### src/rtl/hilo_mdu_pkg.sv
// Shared types and sizing for the hilo_mdu iterative multiply/divide unit.
// Holds the op encoding, the FSM state encoding and the default operand width.
package hilo_mdu_pkg;

   localparam int MDU_WIDTH = 32;

   function automatic int mdu_cnt_w(input int w);
      return $clog2(w) + 1;
   endfunction

   localparam int MDU_CNT_W = mdu_cnt_w(MDU_WIDTH);

   typedef enum logic [1:0] {
      MDU_MULTU = 2'b00,
      MDU_MULT  = 2'b01,
      MDU_DIVU  = 2'b10,
      MDU_DIV   = 2'b11
   } mdu_op_e;

   typedef enum logic [1:0] {
      ST_IDLE = 2'b00,
      ST_RUN  = 2'b01,
      ST_FIX  = 2'b10
   } mdu_state_e;

endpackage

### src/rtl/hilo_mdu_step.sv
// One combinational iteration: radix-2 shift-add multiply or restoring divide.
// The divide half exists only when HILO_MDU_DIV_EN is defined.
module hilo_mdu_step
   import hilo_mdu_pkg::*;
#(
   parameter int WIDTH = MDU_WIDTH
) (
   input  logic [WIDTH-1:0] acc_hi,
   input  logic [WIDTH-1:0] acc_lo,
   input  logic [WIDTH-1:0] operand,
   input  logic             is_div,
   output logic [WIDTH-1:0] next_hi,
   output logic [WIDTH-1:0] next_lo,
   output logic             q_bit
);

   logic [WIDTH:0] sum;

   // The carry out of the add becomes the top bit after the right shift.
   assign sum = {1'b0, acc_hi} + {1'b0, (acc_lo[0] ? operand : {WIDTH{1'b0}})};

`ifdef HILO_MDU_DIV_EN
   logic [WIDTH:0] trial;
   logic [WIDTH:0] diff;

   assign trial = {acc_hi, acc_lo[WIDTH-1]};
   assign diff  = trial - {1'b0, operand};

   always_comb begin
      if (is_div) begin
         // A borrow out of the subtract means the divisor did not fit: restore.
         q_bit   = ~diff[WIDTH];
         next_hi = diff[WIDTH] ? trial[WIDTH-1:0] : diff[WIDTH-1:0];
         next_lo = {acc_lo[WIDTH-2:0], 1'b0};
      end else begin
         q_bit   = 1'b0;
         next_hi = sum[WIDTH:1];
         next_lo = {sum[0], acc_lo[WIDTH-1:1]};
      end
   end
`else
   always_comb begin
      q_bit   = 1'b0;
      next_hi = is_div ? acc_hi : sum[WIDTH:1];
      next_lo = is_div ? acc_lo : {sum[0], acc_lo[WIDTH-1:1]};
   end
`endif

endmodule

### src/rtl/hilo_mdu.sv
// Iterative MULT/MULTU/DIV/DIVU unit holding its result in HI/LO; 33-cycle latency at 32 bits.
// Define HILO_MDU_DIV_EN to build the divider; without it divides complete with HI=LO=0.
module hilo_mdu
   import hilo_mdu_pkg::*;
#(
   parameter int WIDTH = MDU_WIDTH
) (
   input  logic             Clk,
   input  logic             Reset_n,
   input  logic             Start,
   input  logic [1:0]       Op,
   input  logic [WIDTH-1:0] A,
   input  logic [WIDTH-1:0] B,
   output logic             Busy,
   output logic             Done,
   output logic             DivZero,
   output logic [WIDTH-1:0] Hi,
   output logic [WIDTH-1:0] Lo
);

   localparam int               CNT_W     = mdu_cnt_w(WIDTH);
   localparam logic [CNT_W-1:0] LAST_ITER = CNT_W'(WIDTH - 1);

   mdu_state_e       state;
   logic [CNT_W-1:0] count;
   logic [WIDTH-1:0] acc_hi, acc_lo, opnd;
   logic             sign_a, sign_b, div_op;
`ifdef HILO_MDU_DIV_EN
   logic [WIDTH-1:0] a_raw;
`endif

   logic             is_signed, is_div, start_sa, start_sb;
   logic [WIDTH-1:0] mag_a, mag_b;

   assign is_signed = (Op == MDU_MULT) || (Op == MDU_DIV);
   assign is_div    = (Op == MDU_DIVU) || (Op == MDU_DIV);
   assign start_sa  = is_signed & A[WIDTH-1];
   assign start_sb  = is_signed & B[WIDTH-1];
   assign mag_a     = start_sa ? -A : A;
   assign mag_b     = start_sb ? -B : B;

   logic [WIDTH-1:0] step_hi, step_lo;
   logic             step_q;

   hilo_mdu_step #(.WIDTH(WIDTH)) u_step (
      .acc_hi  (acc_hi),
      .acc_lo  (acc_lo),
      .operand (opnd),
      .is_div  (div_op),
      .next_hi (step_hi),
      .next_lo (step_lo),
      .q_bit   (step_q)
   );

   logic [2*WIDTH-1:0] prod, prod_signed;
   logic [WIDTH-1:0]   fix_hi, fix_lo;
   logic               fix_dz;

   always_comb begin
      // NOTE: every signal written here gets a default first, so no latch can be inferred.
      prod        = {acc_hi, acc_lo};
      prod_signed = (sign_a ^ sign_b) ? -prod : prod;
      fix_hi      = prod_signed[2*WIDTH-1:WIDTH];
      fix_lo      = prod_signed[WIDTH-1:0];
      fix_dz      = 1'b0;
      if (div_op) begin
`ifdef HILO_MDU_DIV_EN
         // The divisor magnitude is still in opnd, so a zero divisor is detected here.
         if (opnd == '0) begin
            fix_hi = a_raw;
            fix_lo = '1;
            fix_dz = 1'b1;
         end else begin
            fix_lo = (sign_a ^ sign_b) ? -acc_lo : acc_lo;
            fix_hi = sign_a ? -acc_hi : acc_hi;
         end
`else
         fix_hi = '0;
         fix_lo = '0;
`endif
      end
   end

   // NOTE: all state is updated with non-blocking assignments so every register samples pre-edge values.
   always_ff @(posedge Clk or negedge Reset_n) begin
      if (!Reset_n) begin
         state   <= ST_IDLE;
         count   <= '0;
         acc_hi  <= '0;
         acc_lo  <= '0;
         opnd    <= '0;
         sign_a  <= 1'b0;
         sign_b  <= 1'b0;
         div_op  <= 1'b0;
`ifdef HILO_MDU_DIV_EN
         a_raw   <= '0;
`endif
         Busy    <= 1'b0;
         Done    <= 1'b0;
         DivZero <= 1'b0;
         Hi      <= '0;
         Lo      <= '0;
      end else begin
         Done <= 1'b0;
         case (state)
            ST_IDLE: begin
               if (Start) begin
                  state   <= ST_RUN;
                  count   <= '0;
                  acc_hi  <= '0;
                  acc_lo  <= is_div ? mag_a : mag_b;
                  opnd    <= is_div ? mag_b : mag_a;
                  sign_a  <= start_sa;
                  sign_b  <= start_sb;
                  div_op  <= is_div;
`ifdef HILO_MDU_DIV_EN
                  a_raw   <= A;
`endif
                  Busy    <= 1'b1;
                  DivZero <= 1'b0;
               end
            end
            ST_RUN: begin
               acc_hi <= step_hi;
               acc_lo <= step_lo | {{(WIDTH-1){1'b0}}, step_q};
               count  <= count + 1'b1;
               if (count == LAST_ITER) state <= ST_FIX;
            end
            ST_FIX: begin
               Hi      <= fix_hi;
               Lo      <= fix_lo;
               DivZero <= fix_dz;
               Done    <= 1'b1;
               Busy    <= 1'b0;
               state   <= ST_IDLE;
            end
            default: state <= ST_IDLE;
         endcase
      end
   end

endmodule

### config.mk
export PLATFORM = sky130hd
export DESIGN_NAME = hilo_mdu
export DESIGN_NICKNAME = d
export VERILOG_FILES = /design/src/rtl/hilo_mdu_pkg.sv /design/src/rtl/hilo_mdu_step.sv /design/src/rtl/hilo_mdu.sv
export SDC_FILE = /design/constraint.sdc
export NUM_CORES = 1
export LEC_CHECK = 0
export ABC_CLOCK_PERIOD_IN_PS = 5200
export CAP_MARGIN = 0
export CORE_AREA = 2 2 144 146
export CTS_CLUSTER_DIAMETER = 50
export DETAILED_ROUTE_END_ITERATION = 6
export DIE_AREA = 0 0 146 148
export GPL_ROUTABILITY_DRIVEN = 0
export PLACE_DENSITY_LB_ADDON = 0.15
export SYNTH_ARGS = -nofsm -noshare
export SYNTH_HDL_FRONTEND = slang
export SYNTH_SLANG_ARGS = --single-unit
### constraint.sdc
create_clock -name Clk -period 5.2 [get_ports Clk]
set_clock_uncertainty 0.2 [all_clocks]
set_input_delay 0.78 -clock Clk [delete_from_list [all_inputs] [get_ports Clk]]
set_output_delay 0.78 -clock Clk [all_outputs]
set_load 0.02 [all_outputs]
After elaboration in Yosys (flattened, before gate mapping)
Cells that the tools add are included.

Bits of input ports: 69. Output and inout bits: 67. Word-level logic and storage cells: 64. Register bits after elaboration: 174.

Bitwise gates (word level): 3. Reductions and logical operators: 10. Add/sub/neg operators: 5. Muxes and demuxes: 24. Equality and inequality tests: 9.

Operators with widths (number): $mux W32 (11); $pmux W32 S2 (2); $mux W64 (1); $neg A32 Y32 (2); $neg A64 Y64 (1); $add A32 B32 Y33 (1); $pmux W6 S2 (1); $reduce_and A2 Y1 (4); $add A6 B1 Y6 const B (1); $eq A2 B2 Y1 const B (3); $eq A6 B5 Y1 const B (1); $mux W6 (1); $ne A2 B2 Y1 const B (3); $eq A2 B1 Y1 const B (2); $mux W2 (2); $pmux W1 S2 (2); $pmux W2 S2 (1); $reduce_bool A2 Y1 (2); $mux W1 (3); $reduce_and A3 Y1 (1); $and A1 B1 Y1 (2); $logic_not A2 Y1 (1); $logic_or A1 B1 Y1 (2); $xor A1 B1 Y1 (1).

Depth between registers and ports, before layout
Gate-level depths: netlist (run 1).

Word-level depth: 7. Mapped depth: 13. Gate-level depth less buffers: 12.

By module
Synthesis (run 1) repeated with hierarchy kept, for this count alone.

Cells, all modules: 1563. Area, all modules: 12692.2 um^2.

By module, submodules not included: hilo_mdu (times used 1, area each 9893.2 um^2, cells an instance 1152); hilo_mdu_step (times used 1, area each 2798.9 um^2, cells an instance 411).

Least setup slack after synthesis (run 1)
No wires, ideal clock.

Path type: input to register. Start: in A[10]. End: reg opnd[23]. Data arrival time: 2.992 ns. Library setup time: 0.083 ns. Cell stages on the path: 7. Path buffers: 0. Data required time: 4.917 ns. Setup slack: 1.925 ns. Path through: or4_1 > or4b_1 > nor4_1 > a31oi_1 > xnor2_1 > mux2_2 > o21ai_0.

Word-level cells in the longest chain between the ends: 3.

RTL lines: from (decl) (RTL line hilo_mdu.sv:12) `input logic [WIDTH-1:0] A,`; $neg A32 Y32 (RTL line hilo_mdu.sv:39) `assign mag_a = start_sa ? -A : A;`; $mux W32 (RTL line hilo_mdu.sv:39); $mux W32 (RTL line hilo_mdu.sv:112) `opnd <= is_div ? mag_b : mag_a;`; to (signal assigned) (RTL line hilo_mdu.sv:112); to (decl) (RTL line hilo_mdu.sv:26) `logic [WIDTH-1:0] acc_hi, acc_lo, opnd;`.

Every way passes these cells. A chain may end at the register's enable or synchronous reset.

Worst setup path after layout (run 1)
Start: reg acc_lo[0]. End: reg acc_hi[31].

Word-level cells in the longest chain between the ends: 4.

RTL lines: from (decl) (RTL line hilo_mdu.sv:26); from (signal assigned) (RTL line hilo_mdu.sv:111) `acc_lo <= is_div ? mag_a : mag_b;`; from (signal assigned) (RTL line hilo_mdu.sv:125) `acc_lo <= step_lo | {{(WIDTH-1){1'b0}}, step_q};`; $mux W32 (RTL line hilo_mdu_step.sv:20) `assign sum = {1'b0, acc_hi} + {1'b0, (acc_lo[0] ? operand : {WIDTH{1'b0}})};`; $add A32 B32 Y33 (RTL line hilo_mdu_step.sv:20); $mux W32 (RTL line hilo_mdu_step.sv:44) `next_hi = is_div ? acc_hi : sum[WIDTH:1];`; $pmux W32 S2 (RTL line hilo_mdu.sv:105) `case (state)`; to (signal assigned) (RTL line hilo_mdu.sv:124) `acc_hi <= step_hi;`; to (decl) (RTL line hilo_mdu.sv:26).

Every way passes these cells. The select of a mux whose other input is x is not followed.

==> results of run 1 <==
metrics by stage:
step / total power, mW / hold slack, ns / setup slack [ns] / instance area, um2 / util
2_1_floorplan: 5.22 / 0.241 / 1.93 / 11800 / -
3_3_place_gp: 6.34 / 0.253 / 1.19 / 13300 / 0.665
3_5_place_dp: 6.44 / 0.258 / 1.14 / 13300 / 0.665
4_1_cts: 7.73 / 0.272 / 1.19 / 13900 / 0.694
5_1_grt: 8.36 / 0.277 / 0.908 / 13900 / 0.694
6_report: 7.81 / 0.233 / 1.12 / 13900 / 0.694
registers in the layout, summed over array words and instances, names as in the netlist:
signal,count
div_op,1
opnd,32
Done,1
acc_hi,32
Lo,32
acc_lo,32
state,2
count,6
Busy,1
sign_b,1
Hi,32
sign_a,1
how the worst max path moves through the flow:
stage / start / endpoint / slack (ns) / depth (start not counted)
floorplan: A[10] / opnd[23] / 1.93 / 7
global placement: A[8] / opnd[23] / 1.19 / 8
detailed placement: A[8] / acc_lo[21] / 1.14 / 8
CTS: acc_lo[0] / acc_hi[31] / 1.19 / 12
global route: acc_lo[0] / acc_hi[31] / 0.91 / 12
finish: acc_lo[0] / acc_hi[31] / 1.12 / 12
worst register-to-register path: cells and delay by family, from the launching register on:
family | cells | cell delay [ns]
DFF | 1 | 0.91
adders and majority gates | 2 | 0.59
and+or+nand+nor | 3 | 0.68
buffers and inverters | 1 | 0.06
AOI/OAI and AO/OA | 6 | 1.58
synthesized netlist by cell type (4+ instances only):
library cell and n:
sky130_fd_sc_hd__a211oi_1 16, sky130_fd_sc_hd__a21o_1 16, sky130_fd_sc_hd__a21oi_1 133, sky130_fd_sc_hd__a22o_1 4, sky130_fd_sc_hd__a31oi_1 17, sky130_fd_sc_hd__a32o_1 5
sky130_fd_sc_hd__and2_1 40, sky130_fd_sc_hd__and3_1 16, sky130_fd_sc_hd__buf_1 4, sky130_fd_sc_hd__clkbuf_1 74, sky130_fd_sc_hd__dfrtp_1 173, sky130_fd_sc_hd__ha_1 36
sky130_fd_sc_hd__inv_1 33, sky130_fd_sc_hd__mux2_2 5, sky130_fd_sc_hd__mux2i_1 10, sky130_fd_sc_hd__nand2_1 203, sky130_fd_sc_hd__nand2b_1 10, sky130_fd_sc_hd__nand3_1 24
sky130_fd_sc_hd__nand4_1 12, sky130_fd_sc_hd__nor2_1 108, sky130_fd_sc_hd__nor3_1 32, sky130_fd_sc_hd__nor3b_1 4, sky130_fd_sc_hd__nor4_1 11, sky130_fd_sc_hd__o211ai_1 11
sky130_fd_sc_hd__o21a_1 5, sky130_fd_sc_hd__o21ai_0 155, sky130_fd_sc_hd__o21ai_1 5, sky130_fd_sc_hd__o21bai_1 8, sky130_fd_sc_hd__o221ai_1 16, sky130_fd_sc_hd__o31ai_1 21
sky130_fd_sc_hd__o41ai_1 9, sky130_fd_sc_hd__or3_1 17, sky130_fd_sc_hd__or4_1 8, sky130_fd_sc_hd__xnor2_1 95, sky130_fd_sc_hd__xor2_1 50
cells by family after synthesis:
group                    count (synthesis)
XOR/XNOR                               145
other                                    1
adder cells (fa/ha/maj)                 37
buffers and inverters                  112
AO/OA/AOI/OAI                          444
flip-flops                             173
multiplexers                            15
AND/OR/NAND/NOR                        513
metal layers:
metal  vias up  GRT usage
li1       5298          -
met1      5308      0.456
met2       550      0.476
met3        91     0.0608
met4         0      0.136
met5         -          0
power by group through the flow:
| stage | registers (mW) | logic (mW) | clock network, mW |
|---|---|---|---|
| after CTS | 2.44 | 4.00 | 1.29 |
| after global placement | 2.44 | 3.90 | 0 |
| after detailed placement | 2.46 | 3.97 | 0 |
| after global routing | 2.53 | 4.49 | 1.35 |
| after floorplan | 2.26 | 2.96 | 0 |
| final | 2.47 | 4.05 | 1.29 |
cell type report:
type / count / area, um2 / area share
Sequential cell: 173 / 4330 / 0.311
Clock inverter: 14 / 155 / 0.0112
Tap cell: 270 / 338 / 0.0243
Timing Repair Buffer: 145 / 1420 / 0.102
Clock buffer: 18 / 429 / 0.0309
Inverter: 33 / 124 / 0.00891
Multi-Input combinational cell: 1155 / 7110 / 0.511
==> flow_summary.yaml, run 1 <==
status:
  run_status: "complete, no violations"
global_routing:
  antenna_found_initial: 0
  grt_max_degree: 103
  global_route.overflow_total: 0
  grt_util_all_layers: 0.319
  number_of_global_route_vias_before_repair: 10556
  grt_pass1_wl_um: 55000
worst_setup_path:
  timing.critical_path.mode_cell: "sky130_fd_sc_hd__nor2b_1"
  endpoint_kind: "register"
  timing.reg2reg.setup_slack_ns: 1.12
  critical_path.cell_chain: "and2_1 > ha_1 > inv_1 > fa_1 > nor2b_1 > o31ai_1 > a21oi_1 > o211ai_1 > nor2b_1 > o31a_1 > o41ai_1 > a22o_1"
  timing.critical_path.buf_inv: 1
  timing.reg2reg.worst_path_depth: 12
  cp_max_fo: 35
  worst_path_arrival_ns: 4.25
  slowest_stage_cell_crit_path: "sky130_fd_sc_hd__dfrtp_1"
  cpLargestDelayFamily: "compound AO/OA/AOI/OAI gates"
  timing.critical_path.required_ns: 5.38
  crit_path_class: "register to register"
  r2r_start: "acc_lo[0]"
  crit_path_max_incr_delay_ns: 0.91
  critPathLaunchType: "register"
  crit_reg_reg_endpoint: "acc_hi[31]"
layout:
  fin_nets: 1631
  drive_gt1_frac: 0.0507
  final_common_cell: "sky130_fd_sc_hd__nand2_1"
  mostFrequentLayoutCells: "201 x sky130_fd_sc_hd__nand2_1, 173 x sky130_fd_sc_hd__dfrtp_1, 155 x sky130_fd_sc_hd__o21ai_0, 133 x sky130_fd_sc_hd__a21oi_1, 132 x sky130_fd_sc_hd__clkdlybuf4s50_1"
  fillerInstances: 1665
  finalNonFillerCells: 1808
  antenna_diode_count: 0
  area_growth_syn_to_layout_pct: 17.4
clock_network:
  post_cts.repair.setup_buffers: 0
  worstSkewPairLatency_ns: 0.44
  cts-buffers-inserted: 17
  clock_sink_count: 173
  cts_buffer_depth: 2
  path_clk_slew_ns: 0.07
  cts_hold_buffers_added: 0
  cts.repair.resized: 0
  clk_root_buffer_cell: "sky130_fd_sc_hd__clkbuf_16"
  cts_tree: "built"
  h-tree-depth: 4
placed_design:
  io_buffers: 134
  placed_insts: 1776
  post-dp-hpwl_um: 25500
synthesis:
  seq_area_frac_synth: 0.366
  post_synth_main_area_contributors: "sky130_fd_sc_hd__dfrtp_1 37%, sky130_fd_sc_hd__xnor2_1 7.0%, sky130_fd_sc_hd__o21ai_0 6.6%"
  async_flop_share: 1.00
  synth_compound_area_frac: 0.227
  ys_seq_elements: 173
  yosys.area_share.simple: 0.211
  netlist.top_cell.by_area: "sky130_fd_sc_hd__dfrtp_1"
  synth_adder_area_share: 0.0397
  synthMuxAreaShare: 0.0132
  count_of_unique_library_cells_instantiated_by_yosys: 71
  synth.net_count: 1546
  dominantRegCellSynth: "sky130_fd_sc_hd__dfrtp_1"
  yosys.area.top_type_share: 0.366
  number_of_instances_in_the_synthesized_netlist: 1440
  combinational_family_with_the_most_area_after_synthesis: "compound AO/OA/AOI/OAI gates"
  parity_gate_share_of_the_synthesized_area_counting_xor_and_xnor_cells: 0.107
  synth-edff-count: 0
  yosys_warnings: 0
  syn-mean-instance-area_um2: 8.22
  syn-cell-area_um2: 11800
routing:
  ant_nets: 0
  routed_wirelength_um: 34100
  dr_total_vias: 11247
  route.detailed.drc: 0
  dr.first_iter.drc_count: 1050
  detailroute.wirelength.met3_um: 2910
  post_drt_wl_per_cell_um: 18.8
  top_layer_used: "met4"
  vias_per_cell: 6.22
  met2RoutedLength_um: 14700
  met1_wire_length_um: 15000
  drt_pre_antenna_iters: 7
sta:
  rsz0062_at_grt: "false"
  relSlewSlack: 0.372
  finalSetupTns_ns: 0
  finalWorstPathRequiredPeriod_ns: 4.08
  report.final.hold_viol_count: 0
  min_period_over_period: 0.784
  setup_violations: 0
  worstMarginPinSlew_ns: 0.941
  final-max-slew-violation-count: 0
  timing.fmax_mhz: 245
power:
  highest_ir_drop_seen_on_vdd_uv: 309
  power.switching_mw: 3.65
  seq_power_share: 0.317
  leakage_nw: 5.85
  power_per_cell_area_nw_per_um2: 562
  clock_power_share: 0.165
  combPwrFrac: 0.519
  p_sw_frac: 0.468
  cell_internal_pwr_mw: 4.16
floorplan:
  core-area_um2: 20000
  row_count: 52
  die_width_um: 146
  full_die_area_um2: 21600
  die-height_um: 148
  io-pin-count: 136
  floorplan.initialDensity: 0.591
hold_path:
  hold_path.class: "input pin to async pin"
job:
  maxCapViolCount: 0
No activity file was read; power rests on OpenSTA's default activity.
==> run 2: changes to the inputs <==
ABC_CLOCK_PERIOD_IN_PS = 3500   (was 5200)
CORE_AREA = 2 2 154 156   (was 2 2 144 146)
DIE_AREA = 0 0 156 158   (was 0 0 146 148)
clock period = 3.5 ns   (was 5.2 ns; I/O delays follow)
==> flow_summary.yaml, run 2 (synthesis results as in run 1) <==
status:
  run_status: "finished with violations"
  violations: "design-rule violations"
floorplan:
  floorplan.initialDensity: 0.514
  die_width_um: 156
  full_die_area_um2: 24600
  die-height_um: 158
  row_count: 56
  core-area_um2: 23100
  io-pin-count: 136
worst_setup_path:
  slowest_stage_cell_crit_path: "sky130_fd_sc_hd__dfrtp_2"
  timing.critical_path.mode_cell: "sky130_fd_sc_hd__and2_1"
  worst_path_arrival_ns: 3.51
  critical_path.cell_chain: "buf_4 > and2_1 > ha_1 > a21o_1 > a31o_2 > o41a_1 > and2_1 > o311a_1 > or3_1 > a32o_1"
  crit_path_max_incr_delay_ns: 0.48
  cp_max_fo: 8
  timing.critical_path.required_ns: 3.63
  critPathLaunchType: "register"
  endpoint_kind: "register"
  crit_path_class: "register to register"
  timing.critical_path.buf_inv: 1
  cpLargestDelayFamily: "compound AO/OA/AOI/OAI gates"
layout:
  finalInstanceArea_um2: 14800
  finalNonFillerCells: 1922
  final_common_cell: "sky130_fd_sc_hd__nand2_1"
  antenna_diode_count: 0
  fin_nets: 1725
  mostFrequentLayoutCells: "201 x sky130_fd_sc_hd__nand2_1, 172 x sky130_fd_sc_hd__dfrtp_1, 154 x sky130_fd_sc_hd__o21ai_0, 132 x sky130_fd_sc_hd__clkdlybuf4s50_1, 131 x sky130_fd_sc_hd__a21oi_1"
  drive_gt1_frac: 0.112
  area_growth_syn_to_layout_pct: 24.6
  final_util: 0.640
  fillerInstances: 1951
placed_design:
  post-dp-hpwl_um: 27800
  io_buffers: 134
  dpl_worst_slack_ns: 0.000427
  dpl_cell_area_um2: 14100
  placed_insts: 1887
sta:
  worstMarginPinSlew_ns: 0.826
  min_period_over_period: 0.967
  setup_violations: 0
  hold_ws_ns: 0.276
  timing.fmax_mhz: 295
  finalWorstSetupSlack_ns: 0.114
  finalWorstPathRequiredPeriod_ns: 3.39
  final-max-slew-violation-count: 0
  finalSetupTns_ns: 0
  report.final.hold_viol_count: 0
  relSlewSlack: 0.447
routing:
  ant_nets: 0
  routed_wirelength_um: 35900
  post_drt_wl_per_cell_um: 18.7
  vias_per_cell: 5.94
  dr_total_vias: 11414
  dr.first_iter.drc_count: 816
  drt_pre_antenna_iters: 7
  route.detailed.drc: 6
clock_network:
  clk_root_buffer_cell: "sky130_fd_sc_hd__clkbuf_16"
  clock_sink_count: 173
  h-tree-depth: 4
  cts_buffer_depth: 2
  path_clk_slew_ns: 0.07
  worstSkewPairLatency_ns: 0.44
  cts-buffers-inserted: 17
  cts_tree: "built"
power:
  totalPowerFinal_mw: 12.3
  leakage_nw: 6.32
  power_per_cell_area_nw_per_um2: 832
  highest_ir_drop_seen_on_vdd_uv: 461
global_routing:
  grt_pass1_wl_um: 56800
  global_route.overflow_total: 0
  grt_max_degree: 77
  number_of_global_route_vias_before_repair: 10367
  grt_util_all_layers: 0.296
  antenna_found_initial: 0
hold_path:
  hold_path.class: "register to register"
job:
  maxCapViolCount: 0
[run 2: worst min-delay path, stage by stage, from the launching register on]
cell                      delay (ns)
sky130_fd_sc_hd__dfrtp_1        0.34
sky130_fd_sc_hd__nand2_1        0.05
sky130_fd_sc_hd__o21ai_0        0.06
[run 2: area by class of cell]
cell class	instances	area [um2]	area share
flip-flops and latches	173	4330	0.294
clock inverters	14	180	0.0122
well taps	290	363	0.0246
inverters	33	124	0.00840
clock buffers	18	429	0.0291
repair buffers	239	2150	0.146
multi-input cells	1155	7170	0.486
[run 2: worst paths after layout]
check,from,to,slack [ns],cells after the start
setup / recovery,acc_lo[0],acc_hi[28],0.11,10
hold / removal,opnd[10],opnd[10],0.28,2
setup reg to reg,acc_lo[0],acc_hi[28],0.11,10
hold reg to reg,opnd[10],opnd[10],0.28,2
max in group asynchronous,Reset_n,acc_lo[0],1.78,3
min in group asynchronous,Reset_n,Lo[8],0.43,2
[run 2: metal layers]
metal,global-route usage,share of wire,vias up,routed length [um]
met5,0,0,-,0
li1,-,-,5494,-
met2,0.454,0.44,497,15700
met1,0.427,0.46,5357,16500
met3,0.0476,0.075,66,2680
met4,0.100,0.031,0,1110
[run 2: repair_timing]
item                                   in CTS  in global routing
endpoints found under the hold margin      64                  0
hold buffers                                1                  0
resized for setup                           1                 14
setup endpoints to repair                   1                  6
buffers inserted                            0                  2
pin swaps                                   0                  5
[run 2: power breakdown]
group          internal [mW]  leakage, nW  total, mW  switching [mW]
Combinational           2.91         3.81       6.71            3.80
Sequential              2.68         2.22       3.55           0.868
Clock                   1.14        0.292       2.01           0.869
==> run 3: changes to the inputs <==
RECOVER_POWER = 100   (was default)
==> flow_summary.yaml, run 3 (synthesis results as in run 1) <==
routing:
  vias_per_cell: 5.93
  post_drt_wl_per_cell_um: 18.7
  drt_pre_antenna_iters: 7
  routed_wirelength_um: 35900
  dr_total_vias: 11402
  dr.first_iter.drc_count: 886
  route.detailed.drc: 0
  ant_nets: 0
clock_network:
  h-tree-depth: 4
  cts-buffers-inserted: 17
  clock_sink_count: 173
  cts_tree: "built"
  clk_root_buffer_cell: "sky130_fd_sc_hd__clkbuf_16"
  cts_buffer_depth: 2
  path_clk_slew_ns: 0.07
  worstSkewPairLatency_ns: 0.44
worst_setup_path:
  cp_max_fo: 8
  timing.critical_path.required_ns: 3.62
  startpoint: "acc_lo[0]"
  crit_path_max_incr_delay_ns: 0.48
  crit_path_class: "register to register"
  slowest_stage_cell_crit_path: "sky130_fd_sc_hd__dfrtp_2"
  critPathLaunchType: "register"
  r2r_start: "acc_lo[0]"
  critical_path.cell_chain: "buf_4 > buf_4 > and2_1 > ha_1 > a21oi_2 > o211ai_1 > or3_1 > o21ai_2 > a21oi_2 > o311a_1 > or3_1 > a32o_1"
  worst_path_arrival_ns: 3.52
  endpoint_kind: "register"
layout:
  finalInstanceArea_um2: 14600
  fin_nets: 1725
  drive_gt1_frac: 0.0974
  antenna_diode_count: 0
  area_growth_syn_to_layout_pct: 23.2
  mostFrequentLayoutCells: "202 x sky130_fd_sc_hd__nand2_1, 172 x sky130_fd_sc_hd__dfrtp_1, 154 x sky130_fd_sc_hd__o21ai_0, 131 x sky130_fd_sc_hd__a21oi_1, 109 x sky130_fd_sc_hd__nor2_1"
  final_common_cell: "sky130_fd_sc_hd__nand2_1"
global_routing:
  antenna_found_initial: 0
  grt_util_all_layers: 0.296
  number_of_global_route_vias_before_repair: 10367
  global_route.overflow_total: 0
  grt_max_degree: 77
  grt_pass1_wl_um: 56800
hold_path:
  worst_hold_startpoint: "Lo[22]"
  hold_path.class: "register to register"
placed_design:
  post-dp-hpwl_um: 27800
  dpl_cell_area_um2: 14100
  io_buffers: 134
sta:
  finalSetupTns_ns: 0
  report.final.hold_viol_count: 0
  finalWorstPathRequiredPeriod_ns: 3.39
  worstMarginPinSlew_ns: 2.05
  min_period_over_period: 0.970
  timing.fmax_mhz: 295
  hold_ws_ns: 0.272
  final-max-slew-violation-count: 113
  relSlewSlack: -0.368
  setup_violations: 0
floorplan:
  floorplan.initialDensity: 0.514
  die-height_um: 158
  full_die_area_um2: 24600
  core-area_um2: 23100
  die_width_um: 156
  io-pin-count: 136
  row_count: 56
power:
  leakage_nw: 6.40
  power_per_cell_area_nw_per_um2: 831
  highest_ir_drop_seen_on_vdd_uv: 452
status:
  run_status: "finished with violations"
  violations: "max-capacitance violations, max-slew violations"
job:
  maxCapViolCount: 2
[run 3: power breakdown]
group | internal [mW] | switching (mW)
sequential | 2.68 | 0.857
clock | 1.14 | 0.866
combinational | 2.81 | 3.76
[run 3: final timing paths]
kind                       cells after the start  slack [ns]         end
max                                           12        0.11  acc_hi[28]
max reg2reg                                   12        0.11  acc_hi[28]
max in group asynchronous                      3        0.63   acc_lo[0]
min in group asynchronous                      2        0.83       Lo[8]
min reg2reg                                    2        0.27      Lo[22]
min                                            2        0.27      Lo[22]
[run 3: area by class of cell]
type / instances / area [um2]
Multi-Input combinational cell: 1155 / 7070
Sequential cell: 173 / 4330
Tap cell: 290 / 363
Fill cell: 1980 / 8470
Inverter: 33 / 124
Timing Repair Buffer: 239 / 2080
Clock inverter: 14 / 180
Clock buffer: 18 / 429
[run 3: routing by layer]
metal  part of all wire  up-vias  GRT usage
li1                   -     5494          -
met1               0.46     5373      0.427
met2               0.44      476      0.454
met3              0.077       59     0.0476
met4              0.029        0      0.100
met5                  0        -          0
[run 3: worst max-delay path: cells and delay by family (launching register included)]
kind            cells  cell delay [ns]
flops               1             0.48
fa+ha+maj           1             0.20
buf+inv             2             0.34
compound gates      6             1.20
simple gates        3             0.84
[run 3: timing repair]
item                       in CTS  in global routing
setup endpoints to repair       1                  6
hold buffers                    1                  0
setup buffers                   0                  2
hold endpoints to repair       64                  0
pin swaps                       0                  5
resized for setup               1                 14
[run 3: per-stage QoR]
| stage | power, mW | cells | worst slack, ns | util |
|---|---|---|---|---|
| after floorplan | 7.76 | 1440 | 0.258 | - |
| after global placement | 9.97 | 1887 | 0.0474 | 0.610 |
| after detailed placement | 10.1 | 1887 | 0.000427 | 0.610 |
| after CTS | 12.1 | 1920 | 0.0994 | 0.637 |
| after global routing | 13.0 | 1922 | -0.00503 | 0.633 |
| final | 12.1 | 1922 | 0.106 | 0.633 |
